[src/rtl/kmap4_parity_rx_if.sv]
// -----------------------------------------------------------------------------
// kmap4_parity_rx_if
// Bundle of the serial-side inputs and the nibble output handshake of the
// kmap4_parity_rx receiver.
//   bit_en     : sample strobe for one serial bit (driven by master)
//   rx_in      : serial line, idles high (driven by master)
//   out_ready  : consumer can accept the held nibble (driven by master)
//   out_valid  : held frame is present (driven by slave)
//   out_data   : received nibble {a,b,c,d} (driven by slave)
//   out_perr   : parity error flag of the held frame (driven by slave)
//   out_ferr   : framing error flag of the held frame (driven by slave)
//   overrun    : sticky, a completed frame was discarded (driven by slave)
// -----------------------------------------------------------------------------
interface kmap4_parity_rx_if;
   logic       bit_en;
   logic       rx_in;
   logic       out_ready;
   logic       out_valid;
   logic [3:0] out_data;
   logic       out_perr;
   logic       out_ferr;
   logic       overrun;

   modport slave (
      input  bit_en,
      input  rx_in,
      input  out_ready,
      output out_valid,
      output out_data,
      output out_perr,
      output out_ferr,
      output overrun
   );

   modport master (
      output bit_en,
      output rx_in,
      output out_ready,
      input  out_valid,
      input  out_data,
      input  out_perr,
      input  out_ferr,
      input  overrun
   );
endinterface

[src/rtl/kmap4_parity_rx.sv]
// -----------------------------------------------------------------------------
// kmap4_parity_rx
// Receiver/checker for the parity-protected nibble link. Frame on the line,
// one bit per bit_en strobe: start(0), a, b, c, d, p, stop(1).
// The nibble is recomputed against p (even parity over data+p) and the stop
// bit is optionally checked. Every completed frame, good or bad, is offered on
// a one-entry valid/ready output register.
// Ports:
//   clk    : single clock, rising edge
//   rst_n  : asynchronous active-low reset
//   bus    : kmap4_parity_rx_if.slave (bit_en, rx_in, out_ready in;
//            out_valid, out_data, out_perr, out_ferr, overrun out)
// Parameter:
//   STOP_CHECK : 1 = report framing errors, 0 = out_ferr tied to 0
// -----------------------------------------------------------------------------
module kmap4_parity_rx #(
   parameter bit STOP_CHECK = 1'b1
) (
   input  logic                    clk,
   input  logic                    rst_n,
   kmap4_parity_rx_if.slave        bus
);

   typedef enum logic [1:0] {
      S_IDLE = 2'd0,
      S_DATA = 2'd1,
      S_PAR  = 2'd2,
      S_STOP = 2'd3
   } state_t;

   // frame state
   state_t     r_state;
   state_t     w_state_next;
   logic [1:0] r_bit_cnt;
   logic [1:0] w_bit_cnt_next;
   logic [3:0] r_shift;
   logic [3:0] w_shift_next;
   logic       r_par;
   logic       w_par_next;
   logic       w_frame_done;

   // frame results
   logic       w_perr;
   logic       w_ferr;

   // output register
   logic       r_out_valid;
   logic [3:0] r_out_data;
   logic       r_out_perr;
   logic       r_out_ferr;
   logic       r_overrun;
   logic       w_xfer;
   logic       w_load;

   // ---------------------------------------------------------------
   // FSM state register
   // ---------------------------------------------------------------
   always_ff @(posedge clk or negedge rst_n) begin
      if (!rst_n) begin
         r_state   <= S_IDLE;
         r_bit_cnt <= 2'd0;
         r_shift   <= 4'h0;
         r_par     <= 1'b0;
      end else begin
         r_state   <= w_state_next;
         r_bit_cnt <= w_bit_cnt_next;
         r_shift   <= w_shift_next;
         r_par     <= w_par_next;
      end
   end

   // ---------------------------------------------------------------
   // FSM next-state. Nothing moves without bit_en, so gaps between
   // strobes simply hold the frame where it is.
   // ---------------------------------------------------------------
   always_comb begin
      w_state_next   = r_state;
      w_bit_cnt_next = r_bit_cnt;
      w_shift_next   = r_shift;
      w_par_next     = r_par;
      w_frame_done   = 1'b0;
      if (bus.bit_en) begin
         case (r_state)
            S_IDLE: begin
               // a high sample is line idle; the first low sample is a start bit
               if (!bus.rx_in) begin
                  w_state_next   = S_DATA;
                  w_bit_cnt_next = 2'd0;
               end
            end
            S_DATA: begin
               // MSB first: 'a' ends up in bit 3
               w_shift_next   = {r_shift[2:0], bus.rx_in};
               w_bit_cnt_next = r_bit_cnt + 2'd1;
               if (r_bit_cnt == 2'd3) begin
                  w_state_next = S_PAR;
               end
            end
            S_PAR: begin
               w_par_next   = bus.rx_in;
               w_state_next = S_STOP;
            end
            S_STOP: begin
               // stop bit is sampled combinationally in the completing cycle
               w_frame_done = 1'b1;
               w_state_next = S_IDLE;
            end
            default: begin
               w_state_next = S_IDLE;
            end
         endcase
      end
   end

   // even parity across data plus received p; any odd count is an error
   assign w_perr = ^{r_shift, r_par};
   assign w_ferr = STOP_CHECK & ~bus.rx_in;

   // A transfer frees the slot in the same cycle, so a completing frame can
   // replace the departing one with no bubble.
   assign w_xfer = r_out_valid & bus.out_ready;
   assign w_load = w_frame_done & (~r_out_valid | w_xfer);

   // ---------------------------------------------------------------
   // Output register and sticky overrun
   // ---------------------------------------------------------------
   always_ff @(posedge clk or negedge rst_n) begin
      if (!rst_n) begin
         r_out_valid <= 1'b0;
         r_out_data  <= 4'h0;
         r_out_perr  <= 1'b0;
         r_out_ferr  <= 1'b0;
         r_overrun   <= 1'b0;
      end else begin
         if (w_load) begin
            r_out_valid <= 1'b1;
            r_out_data  <= r_shift;
            r_out_perr  <= w_perr;
            r_out_ferr  <= w_ferr;
         end else if (w_xfer) begin
            r_out_valid <= 1'b0;
         end
         // slot full and not draining: new frame is dropped, held one kept
         if (w_frame_done && !w_load) begin
            r_overrun <= 1'b1;
         end
      end
   end

   assign bus.out_valid = r_out_valid;
   assign bus.out_data  = r_out_data;
   assign bus.out_perr  = r_out_perr;
   assign bus.out_ferr  = r_out_ferr;
   assign bus.overrun   = r_overrun;

endmodule
[src/flat_wrapper.sv]
// flat-port wrapper written by rule: the top's interface ports become plain ports
module kmap4_parity_rx_flat 
#(
   parameter bit STOP_CHECK = 1'b1
)
  (clk, rst_n, bus_bit_en, bus_rx_in, bus_out_ready, bus_out_valid, bus_out_data, bus_out_perr, bus_out_ferr, bus_overrun);
  kmap4_parity_rx_if bus_i ();
  input  logic clk;
  input  logic rst_n;
  input wire logic [$bits(bus_i.bit_en)-1:0] bus_bit_en;
  input wire logic [$bits(bus_i.rx_in)-1:0] bus_rx_in;
  input wire logic [$bits(bus_i.out_ready)-1:0] bus_out_ready;
  output wire logic [$bits(bus_i.out_valid)-1:0] bus_out_valid;
  output wire logic [$bits(bus_i.out_data)-1:0] bus_out_data;
  output wire logic [$bits(bus_i.out_perr)-1:0] bus_out_perr;
  output wire logic [$bits(bus_i.out_ferr)-1:0] bus_out_ferr;
  output wire logic [$bits(bus_i.overrun)-1:0] bus_overrun;
  assign bus_i.bit_en = bus_bit_en;
  assign bus_i.rx_in = bus_rx_in;
  assign bus_i.out_ready = bus_out_ready;
  assign bus_out_valid = bus_i.out_valid;
  assign bus_out_data = bus_i.out_data;
  assign bus_out_perr = bus_i.out_perr;
  assign bus_out_ferr = bus_i.out_ferr;
  assign bus_overrun = bus_i.overrun;
  kmap4_parity_rx #(.STOP_CHECK(STOP_CHECK)) u_core (.clk(clk), .rst_n(rst_n), .bus(bus_i));
endmodule
[config.mk]
export PLATFORM = sky130hd
export DESIGN_NAME = kmap4_parity_rx_flat
export DESIGN_NICKNAME = d
export VERILOG_FILES = /design/src/rtl/kmap4_parity_rx_if.sv /design/src/rtl/kmap4_parity_rx.sv /design/src/flat_wrapper.sv
export SDC_FILE = /design/constraint.sdc
export NUM_CORES = 1
export LEC_CHECK = 0
export CAP_MARGIN = 20
export CORE_MARGIN = 8
export CORE_UTILIZATION = 30
export DETAILED_ROUTE_END_ITERATION = 10
export GPL_TIMING_DRIVEN = 0
export SYNTH_ARGS = -nofsm -noshare
export SYNTH_HDL_FRONTEND = slang
export SYNTH_SLANG_ARGS = --single-unit
[constraint.sdc]
create_clock -name clk -period 2 [get_ports clk]
set_input_delay 0.3 -clock clk [delete_from_list [all_inputs] [get_ports clk]]
set_output_delay 0.3 -clock clk [all_outputs]
set_load 0.01 [all_outputs]
# == Yosys cells after proc, flatten, opt, wreduce, memory -nomap -nowiden ==
# Cells that the tools add are included.
# op_classes
n_bitwise,5
n_eq_ne,6
n_reduce_logical,10
magnitude_cmp,0
div_mod_pow,0
shifts,0
n_mux,9
mul,0
addsub,1
# ops
cell,count
2-bit one-hot mux with 4 select lines,1
2-bit == test (second input constant),3
2-bit two-way mux,3
3-bit AND reduction,2
5-bit parity,1
1-bit two-way mux,4
2-bit one-hot mux with 2 select lines,1
2-bit AND reduction,2
2-bit nonzero test,2
2-bit by 1-bit adder with 2-bit output (second input constant),1
1-bit AND,2
2-bit by 1-bit == test with 1-bit output (second input constant),1
2-bit zero test,1
2-bit by 1-bit inequality test with 1-bit output (second input constant),1
2-bit inequality test (second input constant),1
1-bit inverter,2
1-bit logical AND,1
1-bit zero test,1
1-bit bitwise OR,1
# word_totals
register_bits,17
memories,0
input_bits,5
ramBits,0
latchBits,0
rom_bits,0
output_inout_bits,8

# == Logic depth before layout (Yosys ltp) ==
# logic_depth
word_depth,6
ltp_mapped,5
depth_no_buf,5

# == Worst setup path before layout ==
# OpenSTA, ideal clock, no wires.
# synth_timing
kind,register to register
from,reg u_core.r_state[0]
to,reg u_core.r_bit_cnt[0]
path_stages_with_launch,6
t_arrival_ns,1.328
setup_slack_ns,0.547
cell_sequence,dfrtp_1 > inv_1 > ha_1 > nor2b_1 > o21ai_1 > mux2_2
# synth_via
elab_chain_cells,3
elab_cells_between_ends,6
classes_between,eq/ne (2); mux (1); reduce/logical (3)
# synth_rtl
element,line,rtl
from (decl),kmap4_parity_rx.sv:32,state_t r_state;
from (signal assigned),kmap4_parity_rx.sv:65,r_state <= w_state_next;
2-bit by 1-bit == test with 1-bit output or 2-bit zero test (tied branches),kmap4_parity_rx.sv:83,case (r_state)
2-bit nonzero test (no source line) or 2-bit inequality test (tied branches),-,
3-bit AND reduction (no source line),-,
to (signal assigned),kmap4_parity_rx.sv:66,r_bit_cnt <= w_bit_cnt_next;
to (decl),kmap4_parity_rx.sv:34,logic [1:0] r_bit_cnt;
# Several ways; a longest one is shown, not always the timed one.
# A chain may end at the register's enable or synchronous reset.

# == Worst setup path after layout ==
# Ends and elaborated chain as after synthesis.

==> flow_summary.json <==
{
  "synth_warnings": 0,
  "start_util": 0.306,
  "nets": 92,
  "required_ns": 2.18,
  "grt_pass1_vias": 543,
  "worstReg2RegStart": "u_core.r_state[0]",
  "p_per_area_nw_per_um2": 1550,
  "setup.worst_path.class": "flip-flop to flip-flop",
  "min_period_ns": 1.59,
  "rrSetupSlack_ns": 0.41,
  "post-route-drc-count": 0,
  "start_kind": "flip-flop",
  "tightest_slew_ns": 0.757,
  "synth.cell_area_sq_um": 823,
  "n_fill_cell": 275,
  "synth_nets": 75,
  "globalRoute.totalOverflow": 0,
  "ys_seq_elements": 17,
  "max_slew_margin": 0.494,
  "cp.arrival_ns": 1.77,
  "ctsHoldBuffers": 0,
  "antenna_left": 0,
  "slew_viol_final": 0,
  "drv_cap": 0,
  "portBuffers": 12,
  "setup-tns-final_ns": 0,
  "syn_inst": 63,
  "syn_avg_cell_area_sq_um": 13.1,
  "antenna_cells": 0,
  "wl_per_cell_um": 12.0,
  "rows": 19,
  "dieArea_sq_um": 4680,
  "ir_worst_vdd_mv": 0.634,
  "h-tree-depth": 1,
  "antenna_found_initial": 0,
  "place.gp.congestion": 0.691,
  "synth_area_leaders": "dfrtp_1 52%, mux2_2 15%, ha_1 11%, mux2i_1 3.6%, nor2b_1 3.0%",
  "core_area_sq_um": 2690,
  "numCtsBuffers": 3,
  "path_clk_slew_ns": 0.11,
  "insertion_delay_ns": 0.29,
  "cts_tree": "yes",
  "cts_buffer_depth": 2,
  "io_pins": 13,
  "grt_max_degree": 18,
  "area_growth_syn_to_layout_pct": 22.6,
  "cts_resized": 0,
  "synth_top_area_cell": "dfrtp_1",
  "end_kind": "flip-flop",
  "drive_gt1_frac": 0.215,
  "finalSetupViolations": 0,
  "rsz0062_at_grt": "false",
  "vias": 491,
  "p_leak_nw": 0.479,
  "via_per_inst": 4.46,
  "grt_pass1_wl_um": 2280,
  "reg2reg_depth": 5,
  "cts_sinks": 17,
  "fin_crit_sh": 0.794,
  "track_usage": 0.0649,
  "chipHeight_um": 68.4,
  "synth.distinct_cells": 17,
  "cts_root_buffer": "clkbuf_4",
  "seq_area_frac_synth": 0.517,
  "crit_fanout": 4,
  "die_x_um": 68.4,
  "rr_endpoint": "u_core.r_bit_cnt[0]",
  "hp-class": "primary input to async pin",
  "fmax_mhz": 629,
  "postCtsSetupBuffers": 0,
  "fin_skew_ns": 0.00828,
  "hold_viol_final": 0,
  "finalWirelength_um": 1320,
  "drt_iter0_drc": 4,
  "drtPass1Iterations": 4,
  "dp_hpwl_um": 1030,
  "fin_util": 0.376,
  "yosys.area.top_type_share": 0.517,
  "run_status": "finished clean",
  "hold-worst-slack_ns": 0.441
}
## logic make-up (layout without fill, tap and decap cells)
logic type / count (synthesis) / in the layout / synth area share
adders and majority gates: 7 / 7 / 0.106
DFF: 17 / 17 / 0.517
xor gates and xnor gates: 3 / 3 / 0.0486
buffers and inverters: 5 / 21 / 0.0243
AOI/OAI and AO/OA: 2 / 2 / 0.0152
muxes: 15 / 15 / 0.205
and+or+nand+nor: 14 / 14 / 0.0836
## critical path, stage by stage (launching register included)
cell,delay (ns)
dfrtp_1,0.42
inv_1,0.11
ha_1,0.23
nor2b_1,0.13
o21ai_1,0.23
mux2_2,0.36
## through the flow
step           std cells  instance area, sq um  setup WS (ns)  power [mW]
2_1_floorplan         63                   823          0.547        1.13
3_3_place_gp         106                   982          0.246        1.37
3_5_place_dp         106                   982          0.246        1.40
4_1_cts              110                  1010          0.400        1.60
5_1_grt              110                  1010          0.298        1.70
6_report             110                  1010          0.411        1.56
## registers in the layout, indices dropped and copies added, names as in the netlist
signal                cells
u_core.bus.out_data       4
u_core.r_shift            4
u_core.r_bit_cnt          2
u_core.r_state            2
u_core.bus.out_ferr       1
u_core.bus.out_perr       1
u_core.bus.out_valid      1
u_core.bus.overrun        1
u_core.r_par              1
## layer usage
metal | track usage | up-vias | part of all wire
li1 | - | 239 | -
met1 | 0.0674 | 241 | 0.40
met2 | 0.109 | 9 | 0.53
met3 | 0.0344 | 2 | 0.057
met4 | 0.0230 | 0 | 0.0083
met5 | 0 | - | 0
## cells in the mapped netlist
cell,n
dfrtp_1,17
mux2_2,11
ha_1,7
nand2_1,6
inv_1,4
nor2b_1,4
mux2i_1,3
nand2b_1,2
buf_2,1
mux2_4,1
nand3_1,1
nor2_1,1
o21ai_1,1
o21bai_1,1
xnor2_1,1
xnor3_1,1
xor2_1,1
## area by class of cell
cell class / count / area (sq um) / area share
clock buffer: 3 / 22.5 / 0.0223
sequential: 17 / 425 / 0.421
buffer: 1 / 5.00 / 0.00496
tap: 31 / 38.8 / 0.0384
multi-input combinational: 41 / 378 / 0.374
clock inverter: 1 / 5.00 / 0.00496
inverter: 4 / 15.0 / 0.0149
timing repair buffer: 12 / 120 / 0.119
## power breakdown
group,internal [mW],switching (mW)
registers,0.512,0.119
clock network,0.0744,0.112
logic,0.460,0.286
## how the worst max path moves through the flow
stage / to / slack [ns] / startpoint / depth (start not counted)
floorplan: u_core.r_bit_cnt[0] / 0.55 / u_core.r_state[0] / 5
global placement: u_core.bus.out_data[2] / 0.25 / bus_bit_en / 5
detailed placement: u_core.bus.out_data[3] / 0.25 / bus_bit_en / 5
CTS: u_core.r_bit_cnt[0] / 0.40 / u_core.r_state[0] / 5
global route: u_core.r_bit_cnt[0] / 0.30 / u_core.r_state[0] / 5
finish: u_core.r_bit_cnt[0] / 0.41 / u_core.r_state[0] / 5
## cells in the final DEF, fill, tap and decap left out
cell type,Yosys,final
buf_2,1,1
clkbuf_4,0,3
clkdlybuf4s50_1,0,12
clkinv_2,0,1
dfrtp_1,17,17
ha_1,7,7
inv_1,4,4
mux2_2,11,11
mux2_4,1,1
mux2i_1,3,3
nand2_1,6,6
nand2b_1,2,2
nand3_1,1,1
nor2_1,1,1
nor2b_1,4,4
o21ai_1,1,1
o21bai_1,1,1
xnor2_1,1,1
xnor3_1,1,1
xor2_1,1,1
No activity file was read; power rests on OpenSTA's default activity.
